[config.mk]
export PLATFORM = sky130hd
export DESIGN_NAME = reg_write_arbiter
export DESIGN_NICKNAME = d
export VERILOG_FILES = /design/src/rtl/reg_arb_pkg.sv /design/src/rtl/reg_write_arbiter_rr_pick.sv /design/src/rtl/reg_write_arbiter.sv
export SDC_FILE = /design/constraint.sdc
export NUM_CORES = 1
export LEC_CHECK = 0
export BUFFER_PORTS_ARGS = -buffer_cell sky130_fd_sc_hd__clkbuf_2
export CAP_MARGIN = 20
export CORE_MARGIN = 4
export CORE_UTILIZATION = 35
export DETAILED_ROUTE_END_ITERATION = 12
export GPL_ROUTABILITY_DRIVEN = 0
export PLACE_DENSITY = 0.9
export SLEW_MARGIN = 20
export SYNTH_ARGS = -nofsm -noshare
export SYNTH_HDL_FRONTEND = slang
export SYNTH_SLANG_ARGS = --single-unit
[constraint.sdc]
create_clock -name clk -period 2.25 [get_ports clk]
set_input_delay 0 -clock clk [delete_from_list [all_inputs] [get_ports clk]]
set_output_delay 0 -clock clk [all_outputs]
set_load 0.005 [all_outputs]
[src/rtl/reg_arb_pkg.sv]
// ----------------------------------------------------------------------------
// reg_arb_pkg
// Shared types and constants for the register write arbiter.
//   arb_state_e : arbiter state (idle round-robin vs. locked to one owner)
//   GrantCntW   : width of the accepted-write statistics counter
//   BeatW       : width of the locked-burst beat counter (MAX_BURST <= 255)
// ----------------------------------------------------------------------------
package reg_arb_pkg;

    typedef enum logic [0:0] {
        StIdle,
        StLocked
    } arb_state_e;

    localparam int unsigned GrantCntW = 16;
    localparam int unsigned BeatW     = 8;

endpackage

[src/rtl/reg_write_arbiter_rr_pick.sv]
// ----------------------------------------------------------------------------
// rr_pick
// Combinational round-robin first-one finder. Searches valid_i upward starting
// at ptr_i, wrapping from NREQ-1 back to 0, and reports the first set bit.
// Ports:
//   valid_i [NREQ-1:0]  request vector
//   ptr_i   [IdxW-1:0]  search start position (must be < NREQ)
//   idx_o   [IdxW-1:0]  index of the winner (0 when none found)
//   found_o             at least one bit of valid_i is set
// ----------------------------------------------------------------------------
module rr_pick #(
    parameter int unsigned NREQ = 4
) (
    input  logic [NREQ-1:0]         valid_i,
    input  logic [$clog2(NREQ)-1:0] ptr_i,
    output logic [$clog2(NREQ)-1:0] idx_o,
    output logic                    found_o
);

    localparam int unsigned IdxW = $clog2(NREQ);

    int unsigned     cand;
    logic [IdxW-1:0] cand_idx;
    logic            hit;

    always_comb begin
        idx_o    = '0;
        hit      = 1'b0;
        cand     = 0;
        cand_idx = '0;
        for (int unsigned k = 0; k < NREQ; k++) begin
            cand     = (32'(ptr_i) + k) % NREQ;
            cand_idx = IdxW'(cand);
            // Only the first hit in search order is kept.
            if (!hit && valid_i[cand_idx]) begin
                hit   = 1'b1;
                idx_o = cand_idx;
            end
        end
        found_o = hit;
    end

endmodule

[src/rtl/reg_write_arbiter.sv]
// ----------------------------------------------------------------------------
// reg_write_arbiter
// Arbitrates NREQ write requesters onto one shared N-bit register. In idle
// the grant rotates round-robin; a requester holding req_lock keeps the grant
// for up to MAX_BURST beats. The register itself lives outside this block:
// reg_d is fed to its input and reg_q is its current output.
//
// Ports:
//   clk          rising-edge clock
//   rst          asynchronous active-high reset
//   req_valid    [NREQ]    per-requester write request
//   req_lock     [NREQ]    per-requester request to keep the grant
//   req_data     [NREQ*N]  packed write data, requester i at [i*N +: N]
//   req_ready    [NREQ]    one-hot-or-zero write accept
//   reg_q        [N]       shared register output
//   reg_d        [N]       shared register next value
//   grant_id     [clog2]   current or most recent winner
//   locked                 high while a burst holds the grant
//   grant_count  [16]      accepted writes, saturating
//
// Optional feature: define REG_ARB_STATS_EN to build the grant_count
// counter; otherwise grant_count is constant zero and no flops exist for it.
// ----------------------------------------------------------------------------
module reg_write_arbiter
    import reg_arb_pkg::*;
#(
    parameter int unsigned N         = 32,
    parameter int unsigned NREQ      = 4,
    parameter int unsigned MAX_BURST = 8
) (
    input  logic                    clk,
    input  logic                    rst,
    input  logic [NREQ-1:0]         req_valid,
    input  logic [NREQ-1:0]         req_lock,
    input  logic [NREQ*N-1:0]       req_data,
    output logic [NREQ-1:0]         req_ready,
    input  logic [N-1:0]            reg_q,
    output logic [N-1:0]            reg_d,
    output logic [$clog2(NREQ)-1:0] grant_id,
    output logic                    locked,
    output logic [GrantCntW-1:0]    grant_count
);

    localparam int unsigned IdxW = $clog2(NREQ);

    arb_state_e       state_q;
    logic [IdxW-1:0]  ptr_q;
    logic [IdxW-1:0]  grant_id_q;  // doubles as burst owner while locked
    logic [BeatW-1:0] beat_q;

    logic [IdxW-1:0]  pick_idx;
    logic             pick_found;
    logic [IdxW-1:0]  sel_idx;
    logic [IdxW-1:0]  sel_next;
    logic             xfer;
    logic             lock_hold;
    logic             burst_done;

    rr_pick #(
        .NREQ (NREQ)
    ) u_rr_pick (
        .valid_i (req_valid),
        .ptr_i   (ptr_q),
        .idx_o   (pick_idx),
        .found_o (pick_found)
    );

    // Grant selection and datapath. Reset gates the accept directly so that
    // ready drops and reg_d holds without waiting for a clock edge.
    always_comb begin
        sel_idx = pick_idx;
        xfer    = 1'b0;
        if (!rst) begin
            if (state_q == StLocked) begin
                sel_idx = grant_id_q;
                xfer    = req_valid[grant_id_q];
            end else begin
                xfer = pick_found;
            end
        end

        req_ready = '0;
        if (xfer) begin
            req_ready[sel_idx] = 1'b1;
        end

        reg_d = xfer ? req_data[sel_idx*N +: N] : reg_q;

        sel_next   = (sel_idx == IdxW'(NREQ - 1)) ? '0 : sel_idx + 1'b1;
        lock_hold  = req_lock[sel_idx];
        // Beat that would bring the count to MAX_BURST ends the burst.
        burst_done = ((beat_q + 1'b1) >= BeatW'(MAX_BURST));
    end

    always_ff @(posedge clk or posedge rst) begin
        if (rst) begin
            state_q    <= StIdle;
            ptr_q      <= '0;
            grant_id_q <= '0;
            beat_q     <= '0;
        end else begin
            unique case (state_q)
                StIdle: begin
                    if (xfer) begin
                        ptr_q      <= sel_next;
                        grant_id_q <= sel_idx;
                        if (lock_hold && (MAX_BURST > 1)) begin
                            state_q <= StLocked;
                            beat_q  <= BeatW'(1);
                        end
                    end
                end
                StLocked: begin
                    if (xfer) begin
                        if (!lock_hold || burst_done) begin
                            state_q <= StIdle;
                            beat_q  <= '0;
                            ptr_q   <= sel_next;
                        end else begin
                            beat_q <= beat_q + 1'b1;
                        end
                    end else begin
                        // Owner went quiet: give the bus back.
                        state_q <= StIdle;
                        beat_q  <= '0;
                    end
                end
                default: begin
                    state_q <= StIdle;
                    beat_q  <= '0;
                end
            endcase
        end
    end

    assign grant_id = grant_id_q;
    assign locked   = (state_q == StLocked);

`ifdef REG_ARB_STATS_EN
    logic [GrantCntW-1:0] grant_count_q;

    always_ff @(posedge clk or posedge rst) begin
        if (rst) begin
            grant_count_q <= '0;
        end else if (xfer && (grant_count_q != {GrantCntW{1'b1}})) begin
            grant_count_q <= grant_count_q + 1'b1;
        end
    end

    assign grant_count = grant_count_q;
`else
    assign grant_count = '0;
`endif

endmodule

==> run_results.csv <==
group,metric,value,unit
clock_tree,clk_pin_slew_worst_paths,60,ps
global_route,overflow,0,
layout,drive_gt1_share,61.54,%
placement,dpl.cell_count,558,
layout,fin_util,58.59,%
sta,maxSlewHeadroom,65.32,%
critical_path,crit_type,"reg -> out",
detailed_routing,antenna_left,0,
outcome,violations,"negative setup slack",
global_route,grt_first_pass_wirelength,14720,µm
clock_tree,clock_latency,250,ps
synth,synth-seq-area-share,12.92,%
die,fp.dieW,92.83,µm
critical_path,slowest_stage,"dfrtp_2",
sta,tightestPinTransition,520.2,ps
detailed_routing,viasPerCell,5.083,
sta,fmax,430.3,MHz
synth,syn_avg_cell_area,9.762,µm²
clock_tree,cts-buffers-inserted,3,
sta,setup_ws,-73.99,ps
synth,synth.yosys.warnings,0,
synth,synth_area,0.002519,mm²
synth,syn_inst,258,
synth,yosys.area.top_type,"mux2i_1",
critical_path,crit_path_end_kind,"output port",
detailed_routing,drt_iter0_drc,84,
critical_path,slowest_delay,450,ps
run,drv_cap,0,
critical_path,cp.arrival,2320,ps
synth,synth-edff-count,0,
power_and_ir_drop,peakVddDrop,0.0004657,V
layout,final_net_count,657,
critical_path,cp_data_required_time,2250,ps
layout,final_area,0.004046,mm²
detailed_routing,post_drt_wl_per_cell,17.53,µm
die,die_h,92.83,µm
layout,area_delta_synth_final,60.66,%
sta,skew,1.104,ps
detailed_routing,firstDrtPassIters,6,
critical_path,path_max_fanout,7,
synth,synth_top_area_share,38.55,%
clock_tree,cts_max_level,1,
layout,fill_cells,614,
sta,fin_crit,2324,ps
clock_tree,cts.sinks,13,
synth,async_flop_share,100.0,%
sta,rsz0062_at_grt,"yes",
die,initial_utilization,36.47,%
layout,diodes,0,
die,core,0.006907,mm²
global_route,grt_pass1_vias,3103,
sta,finalCritPeriodShare,103.3,%
synth,synth_area_leaders,"mux2i_1 39%, mux2_2 15%, dfrtp_1 13%",
global_route,grt_use_total,21.11,%
global_route,grt_antenna_before_repair,0,
synth,synth_ff_type,"dfrtp_1",
outcome,status,"finished, violations left",
detailed_routing,routed_wl,10110,µm
power_and_ir_drop,p_leak,2.274,nW
placement,dp_hpwl,7712,µm
critical_path,cp_cell_sequence,"mux2i_2, o221ai_4, o21a_4, buf_4, mux2i_1, mux2i_1, mux2_2, clkbuf_2",
clock_tree,cts_buffer_depth,2,
placement,port_buffers,208,
sta,slew_viol_final,0,
clock_tree,cts_tree,"built",
global_route,grt_max_degree,38,
clock_tree,cts-root-buf,"clkbuf_8",
sta,hold_viol,0,
die,die-area,0.008617,mm²
detailed_routing,drc_errors,0,
placement,placed_area,0.003617,mm²
synth,ys_seq_elements,13,
die,boundaryPins,225,
detailed_routing,num_vias,2933,
sta,setup_viol,34,
power_and_ir_drop,powerDensity,1103,mW/mm²
synth,yosysUniqueCellTypes,44,
worst_hold_path,hold_class,"in -> out",
die,row_count,30,
critical_path,path_common_cell,"mux2i_1",
layout,fin_cells,577,
critical_path,start_kind,"register",
==> cell usage after synthesis (2+ instances only) <==
library cell / n
mux2_2: 33
clkbuf_1: 3
o21ai_0: 2
ha_1: 5
buf_4: 23
mux2_1: 2
nor2b_1: 4
nand3_1: 3
o21a_1: 2
nand2_1: 11
and2_1: 10
mux2i_1: 97
dfrtp_1: 13
o211ai_1: 4
nor2_1: 5
a31oi_2: 2
a211oi_1: 2
nand2b_1: 4
inv_1: 6
buf_12: 2
nand4bb_1: 2
==> metal layers <==
| metal | part of all wire (%) | up-vias | track usage (%) |
|---|---|---|---|
| met5 | 0 | - | 0 |
| met1 | 35 | 1374 | 22.91 |
| li1 | - | 1383 | - |
| met3 | 6.3 | 29 | 3.737 |
| met4 | 2.5 | 0 | 5.861 |
| met2 | 56 | 147 | 41.21 |
==> cell usage in the layout, fill, tap and decap left out, types with 4 or more instances in the layout <==
master | netlist | final
nor2_1 | 5 | 5
mux2i_1 | 97 | 89
mux2_2 | 33 | 26
clkbuf_2 | 0 | 208
mux2i_2 | 0 | 6
o211ai_1 | 4 | 4
inv_1 | 6 | 6
mux2_4 | 0 | 7
ha_1 | 5 | 5
nand2_1 | 11 | 11
buf_4 | 23 | 15
conb_1 | 1 | 16
buf_12 | 2 | 5
dfrtp_1 | 13 | 10
and2_1 | 10 | 10
==> through the flow <==
stage / setup TNS (ps) / setup WS (ps) / total power [W] / hold slack [ps]
3_3_place_gp: 0 / 101.5 / 0.003412 / 26.08
4_1_cts: -860.9 / -62.44 / 0.004113 / 300.4
5_1_grt: -5058 / -158.6 / 0.004748 / 308.9
3_5_place_dp: -228.4 / -28.00 / 0.003518 / 33.09
2_1_floorplan: 0 / 113.8 / 0.002685 / -114.7
6_report: -961.4 / -73.99 / 0.004464 / 298.0
==> worst max-delay path, delay by kind of cell (launching register included) <==
kind / cells / cell delay (ps)
muxes: 4 / 810
AOI/OAI and AO/OA: 2 / 520
DFF: 1 / 450
buffers and inverters: 2 / 300
==> power breakdown <==
group	internal (W)	total, W	leakage (nW)	switching (W)
Sequential	0.000301	0.000415	0.167	0.000114
Clock	0.000123	0.000211	0.0255	0.0000886
Combinational	0.00214	0.00384	2.08	0.00170
==> flip-flops by register name, indices dropped and copies added (netlist names) <==
signal,count
locked,1
ptr_q,2
beat_q,8
grant_id,2
==> cells by family after synthesis <==
kind of cell | after synthesis | share of synthesized area [%]
mux | 133 | 55.09
simple gates | 43 | 9.339
buf+inv | 37 | 10.83
compound gates | 26 | 9.191
flops | 13 | 12.92
fa+ha+maj | 5 | 2.484
other cells | 1 | 0.1489
==> cell type report <==
type,instances,area [µm²],share of cell area [%]
Multi-Input combinational cell,225,2197,54.30
Inverter,7,28.78,0.7112
Timing Repair Buffer,232,1325,32.75
Tap cell,96,120.1,2.968
Clock inverter,1,5.005,0.1237
Clock buffer,3,41.29,1.020
Sequential cell,13,329.1,8.132
==> worst paths after layout <==
check	from	endpoint	slack, ps	cells after the start
min	reg_q[16]	reg_d[16]	300	3
max reg2reg	ptr_q[1]	ptr_q[0]	-40	7
min in group asynchronous	rst	locked	380	4
min reg2reg	beat_q[7]	beat_q[7]	530	1
max in group asynchronous	rst	ptr_q[1]	1690	4
max	ptr_q[1]	reg_d[29]	-70	8
==> repair_timing <==
item	in CTS	in global routing
cloned	2	3
endpoints found under the setup margin	42	44
gates resized for setup	12	30
pin swaps	4	6
hold endpoints to repair	13	0
setup buffers	8	2
hold buffers	1	0
No activity file was read; power rests on OpenSTA's default activity.
